**config.mk**
```make
export PLATFORM = sky130hd
export DESIGN_NAME = pattern_row_serializer_m_flat
export DESIGN_NICKNAME = d
export VERILOG_FILES = /design/src/rtl/pattern_row_serializer_m_if.sv /design/src/rtl/pattern_row_serializer_m.sv /design/src/flat_wrapper.sv
export SDC_FILE = /design/constraint.sdc
export NUM_CORES = 1
export LEC_CHECK = 0
export ABC_AREA = 1
export BUFFER_PORTS_ARGS = -buffer_cell sky130_fd_sc_hd__buf_2
export CAP_MARGIN = 30
export CORE_MARGIN = 3
export CORE_UTILIZATION = 30
export DETAILED_ROUTE_END_ITERATION = 6
export GPL_ROUTABILITY_DRIVEN = 0
export PLACE_DENSITY = 0.45
export RECOVER_POWER = 100
export SETUP_SLACK_MARGIN = 0.1
export SLEW_MARGIN = 20
export SYNTH_ARGS = -nofsm -noshare
export SYNTH_HDL_FRONTEND = slang
export SYNTH_SLANG_ARGS = --single-unit
export TNS_END_PERCENT = 1
```
**constraint.sdc**
```tcl
create_clock -name clk -period 1.65 [get_ports clk]
set_input_delay 0.165 -clock clk [delete_from_list [all_inputs] [get_ports clk]]
set_output_delay 0.165 -clock clk [all_outputs]
set_load 0.01 [all_outputs]
```
**src/rtl/pattern_row_serializer_m_if.sv**
```systemverilog
// Row handshake between the pattern fetch/flip stage and the serializer.
// The master offers a pattern row plus its palette select; the slave accepts on valid & ready.
interface pattern_row_serializer_m_if #(
    parameter int ROW_W  = 16,
    parameter int ATTR_W = 3
);
    logic [ROW_W-1:0]  row_in;
    logic [ATTR_W-1:0] row_attr;
    logic              row_valid;
    logic              row_ready;

    modport master (
        output row_in,
        output row_attr,
        output row_valid,
        input  row_ready
    );

    modport slave (
        input  row_in,
        input  row_attr,
        input  row_valid,
        output row_ready
    );
endinterface

```
**src/rtl/pattern_row_serializer_m.sv**
```systemverilog
// Pattern row serializer: shifts 2bpp pattern rows out one pixel per pixel_en, leftmost first.
// An active shift register plus one pending row buffer lets the next row be fetched while the
// current one shifts, so pixels stay gap-free across row boundaries.
module pattern_row_serializer_m #(
    parameter int PIXEL_BITS     = 2,
    parameter int PIXELS_PER_ROW = 8
) (
    input  logic                  clk,
    input  logic                  rst,
    pattern_row_serializer_m_if.slave up,
    input  logic                  flush,
    input  logic                  pixel_en,
    output logic [PIXEL_BITS-1:0] pixel_out,
    output logic [2:0]            pixel_attr,
    output logic                  pixel_valid,
    output logic                  pixel_last,
    output logic                  underrun
);
    localparam int ROW_W = PIXEL_BITS * PIXELS_PER_ROW;
    localparam int CNT_W = $clog2(PIXELS_PER_ROW);
    localparam logic [CNT_W-1:0] CNT_LAST = CNT_W'(PIXELS_PER_ROW - 1);

    logic [ROW_W-1:0] act_row,   act_row_n;
    logic [2:0]       act_attr,  act_attr_n;
    logic [CNT_W-1:0] act_cnt,   act_cnt_n;
    logic             act_full,  act_full_n;
    logic [ROW_W-1:0] pend_row,  pend_row_n;
    logic [2:0]       pend_attr, pend_attr_n;
    logic             pend_full, pend_full_n;
    logic             underrun_q, underrun_n;

    logic accept;
    logic consume;
    logic consume_last;

    assign up.row_ready  = ~pend_full & ~flush & ~rst;
    assign accept        = up.row_valid & up.row_ready;
    assign consume       = pixel_en & act_full;
    assign consume_last  = consume & (act_cnt == CNT_LAST);

    assign pixel_valid = act_full;
    assign pixel_out   = act_full ? act_row[ROW_W-1 -: PIXEL_BITS] : '0;
    assign pixel_attr  = act_full ? act_attr : 3'd0;
    assign pixel_last  = act_full & (act_cnt == CNT_LAST);
    assign underrun    = underrun_q;

    // Next-state for both row buffers: flush wins, then consume, then an accepted row fills
    // whichever buffer is free (active directly when it is empty or just emptied).
    always_comb begin
        act_row_n   = act_row;
        act_attr_n  = act_attr;
        act_cnt_n   = act_cnt;
        act_full_n  = act_full;
        pend_row_n  = pend_row;
        pend_attr_n = pend_attr;
        pend_full_n = pend_full;
        underrun_n  = underrun_q;

        if (flush) begin
            act_full_n  = 1'b0;
            pend_full_n = 1'b0;
            act_cnt_n   = '0;
        end else begin
            if (pixel_en && !act_full) begin
                underrun_n = 1'b1;
            end

            if (consume) begin
                if (!consume_last) begin
                    act_row_n = act_row << PIXEL_BITS;
                    act_cnt_n = act_cnt + 1'b1;
                end else if (pend_full) begin
                    act_row_n   = pend_row;
                    act_attr_n  = pend_attr;
                    act_cnt_n   = '0;
                    pend_full_n = 1'b0;
                end else begin
                    act_full_n = 1'b0;
                    act_cnt_n  = '0;
                end
            end

            // accept implies pend_full == 0, so a last-pixel consume never competes with it here
            if (accept) begin
                if (!act_full || consume_last) begin
                    act_row_n  = up.row_in;
                    act_attr_n = up.row_attr;
                    act_cnt_n  = '0;
                    act_full_n = 1'b1;
                end else begin
                    pend_row_n  = up.row_in;
                    pend_attr_n = up.row_attr;
                    pend_full_n = 1'b1;
                end
            end
        end
    end

    // State register with synchronous reset discarding both rows and the underrun flag.
    always_ff @(posedge clk) begin
        if (rst) begin
            act_row    <= '0;
            act_attr   <= '0;
            act_cnt    <= '0;
            act_full   <= 1'b0;
            pend_row   <= '0;
            pend_attr  <= '0;
            pend_full  <= 1'b0;
            underrun_q <= 1'b0;
        end else begin
            act_row    <= act_row_n;
            act_attr   <= act_attr_n;
            act_cnt    <= act_cnt_n;
            act_full   <= act_full_n;
            pend_row   <= pend_row_n;
            pend_attr  <= pend_attr_n;
            pend_full  <= pend_full_n;
            underrun_q <= underrun_n;
        end
    end
endmodule

```
**src/flat_wrapper.sv**
```systemverilog
// flat-port wrapper written by rule: the top's interface ports become plain ports
module pattern_row_serializer_m_flat 
#(
    parameter int PIXEL_BITS     = 2,
    parameter int PIXELS_PER_ROW = 8
)
  (clk, rst, flush, pixel_en, pixel_out, pixel_attr, pixel_valid, pixel_last, underrun, up_row_in, up_row_attr, up_row_valid, up_row_ready);
  pattern_row_serializer_m_if up_i ();
  input  logic clk;
  input  logic rst;
  input  logic flush;
  input  logic pixel_en;
  output logic [PIXEL_BITS-1:0] pixel_out;
  output logic [2:0] pixel_attr;
  output logic pixel_valid;
  output logic pixel_last;
  output logic underrun;
  input wire logic [$bits(up_i.row_in)-1:0] up_row_in;
  input wire logic [$bits(up_i.row_attr)-1:0] up_row_attr;
  input wire logic [$bits(up_i.row_valid)-1:0] up_row_valid;
  output wire logic [$bits(up_i.row_ready)-1:0] up_row_ready;
  assign up_i.row_in = up_row_in;
  assign up_i.row_attr = up_row_attr;
  assign up_i.row_valid = up_row_valid;
  assign up_row_ready = up_i.row_ready;
  pattern_row_serializer_m #(.PIXEL_BITS(PIXEL_BITS), .PIXELS_PER_ROW(PIXELS_PER_ROW)) u_core (.clk(clk), .rst(rst), .up(up_i), .flush(flush), .pixel_en(pixel_en), .pixel_out(pixel_out), .pixel_attr(pixel_attr), .pixel_valid(pixel_valid), .pixel_last(pixel_last), .underrun(underrun));
endmodule
```
==> results.md <==
- Run status: finished clean
- Max-Cap Viols: 0
- # Post-CTS Setup Buffers: 0
- Chip width: about 100 µm
- Hold Crit Start: up_row_in[2]
- DR DRC count: 0
- Switch share: 27.66%
- CP arrival: 1.76 ns
- Vias in the first global route: roughly 2500
- Slowest stage delay, CP: between 0.3 and 0.4 ns
- Largest net degree at the start of global routing: 22
- DP Wirelength: roughly 5000 µm
- Starting Density: 31.60%
- First-pass iteration count of the detailed router: 4
- Clock share of power: between 30% and 40%
- Cell family with most CP delay: adder cells
- PwrDens: between 600 and 700 nW/µm²
- Fin nets: around 520
- Max Clk Rate: ~650 MHz
- Routed vias/inst: between 4 and 5
- Mux share of post-synthesis cell area: 0%
- Grt ovf: 0
- Cts bufs inserted: 5
- Gate count of the mapped netlist: between 400 and 500
- Tot GR Track Use: approximately 16%
- Row cnt: 33
- CP Buf/Inv Count: 2
- Flops & latches, synth: between 40 and 50
- LEAKAGE: 1.544 nW
- Clock sinks: 44
- Fraction of layout cells with a size suffix above 1: about 14%
- Fin crit share: ~93%
- CTS root buffer: clkbuf_8
- Slew of the pin with the lowest slew margin: a little over 0.7 ns
- Reg clk slew, reported paths: ~0.090 ns
- Most frequent cells in the layout: 242 x nand2_1, 47 x inv_1, 42 x dfxtp_1
- Post-Synth Simple-Gate Area: between 40% and 50%
- Cts hold-fix bufs: 0
- Count of different cell masters after synthesis: 24
- Min Tclk post-route: roughly 1.5 ns
- Final setup viols: 0
- HP Class: input pin to flip-flop
- Synth Area in Adders: less than 1%
- Critical path class: flip-flop to flip-flop
- Core box area: 8423 µm²
- Final Hold Violating Endpoints: 0
- Post-Syn Nets: 479
- Synth Area in Compound Gates: 10.72%
- Skew-Pair Late Insertion Delay: roughly 0.30 ns
- CTS H-tree lvls: 2
- Final slew viol count: 0
- Syn Area/Cell: 5.875 µm²
- Combinational family with the most area after synthesis: simple AND/OR/NAND/NOR gates
- Top cells by area, synth: nand2_1 34%, dfxtp_1 33%, inv_1 6.6%
- Sw Pwr: about 560 µW
- WL final: around 7400 µm
- Die area: 10040 µm²
- # port buffers: 32
- CTS tree: done
- Worst setup EP type: flip-flop
- XOR/XNOR Fraction of Synth Area: 0%
- Int Power: between 1 and 1.5 mW
- Power consumption: ~2.0 mW
- Worst Setup Start Kind: flip-flop
- Initial antenna violation count: 0
- Largest area contributor in the netlist: nand2_1
- Synth top area share: about a third
- DR vias: ~2600
- N_diodes: 0
- Flop pwr share: roughly 55%
- Crit path required time: 1.88 ns
- DRT antenna net count: 0
- Top Ports: 33
- P&R area growth vs syn: 14.90%
- Gate power share: ~13%
- Relative slew slack: between 50% and 60%
- Clock buffer depth: 2
- Commonest non-fill, non-tap cell in the layout: nand2_1
- Yosys warning total: 0
- Max FO, Critical Path: 10
- Worst Skew: 0.008273 ns
- FF/Latch Area: around 880 µm²
- CP Launch Point: u_core.act_cnt[0]$_SDFF_PP0_
- Die Ht: 100.2 µm
- Setup TNS: 0 ns
- Filler instances: between 1000 and 1500
- Sequential share of the synthesized area: ~33%
- VDD IR max: a little under 0.3 mV
- Max stage delay cell, worst path: dfxtp_2
- DRT iter0 DRCs: between 100 and 150
- First-pass GRT wire length: 12610 µm
- Multi-input gate area: about 1500 µm²
- Crit-path cells: ha_2 > ha_4 > a21oi_4 > inv_2 > nor2_4 > buf_4 > nand2_1 > a21oi_1
- Wirelength per Cell: ~12 µm
- Synthesized area: around 2700 µm²
- RSZ-0062 raised after global routing: yes
- RR Startpoint: u_core.act_cnt[0]$_SDFF_PP0_
[per-stage QoR]
stage               setup WS, ns  util [%]  cells  instance area [µm²]  hold WS [ns]
floorplan                0.08817         -    453                 2674        0.3122
CTS                       0.1000     36.79    594                 3099        0.1120
global route            0.008206     36.30    594                 3058        0.1236
global placement          0.1125     35.74    587                 3010        0.4378
detailed placement       0.09850     35.74    587                 3010        0.4369
finish                    0.1230     36.30    594                 3058        0.1206
[area by class of cell]
cell class	count	area share [%]
inverter	49	6.015
multi-input combinational	338	47.91
tap	105	4.296
timing repair buffer	51	10.35
clock buffer	6	2.373
clock inverter	1	0.1637
sequential	44	28.89
[worst paths after layout]
| check | slack [ns] | endpoint | cells after the start |
|---|---|---|---|
| worst max-delay path | 0.12 | u_core.pend_row[0]$_SDFFE_PP0P_ | 8 |
| worst min-delay path | 0.12 | u_core.pend_row[2]$_SDFFE_PP0P_ | 3 |
| worst max register to register | 0.12 | u_core.pend_row[0]$_SDFFE_PP0P_ | 8 |
| worst min register to register | 0.47 | u_core.pend_attr[0]$_SDFFE_PP0P_ | 2 |
[cells by family (layout without fill, tap and decap cells)]
kind of cell / count (synthesis) / after routing
compound gates: 46 / 46
simple gates: 290 / 290
flops: 44 / 44
buf+inv: 71 / 107
fa+ha+maj: 2 / 2
[power by group through the flow]
| stage | registers, mW | logic [mW] | clock network [mW] |
|---|---|---|---|
| after floorplan | 1.13 | 0.172 | 0 |
| after global placement | 1.14 | 0.269 | 0 |
| after detailed placement | 1.14 | 0.271 | 0 |
| after CTS | 1.11 | 0.273 | 0.702 |
| after global routing | 1.12 | 0.302 | 0.737 |
| final | 1.11 | 0.259 | 0.663 |
[synth_stat cells (all sizes together)]
| library cell | instances |
|---|---|
| a21oi | 39 |
| ha | 2 |
| nand3 | 9 |
| dfxtp | 44 |
| nor3 | 1 |
| a21boi | 2 |
| o21ai | 4 |
| nand2 | 243 |
| nor2 | 37 |
| buf | 13 |
| a31oi | 1 |
| inv | 49 |
| clkbuf | 9 |
[state kept, by name, indices dropped and copies added, names as in the netlist]
| name | cells |
|---|---|
| u_core.pend_full | 1 |
| u_core.act_cnt | 3 |
| u_core.pixel_valid | 1 |
| u_core.pend_row | 16 |
| u_core.underrun | 1 |
| u_core.act_attr | 3 |
| u_core.pend_attr | 3 |
| u_core.act_row | 16 |
[routing by layer]
layer	vias up	GRT usage, %	wire length (µm)
li1	1426	-	-
met1	1156	20.79	3668
met2	28	27.42	3477
met3	7	2.363	193
met4	0	4.041	72
met5	-	0	0
[worst reg2reg max path: cells and delay by family (launching register included)]
family	cells	cell delay, ns
fa+ha+maj	2	0.37
flops	1	0.33
buf+inv	2	0.26
simple gates	2	0.17
compound gates	2	0.33
[repair_timing]
| item | 4_1_cts | 5_1_grt |
|---|---|---|
| resized for setup | 2 | 1 |
| setup endpoints to repair | 34 | 38 |
| pin swaps | 0 | 0 |
(Power assumes the default switching activity.)
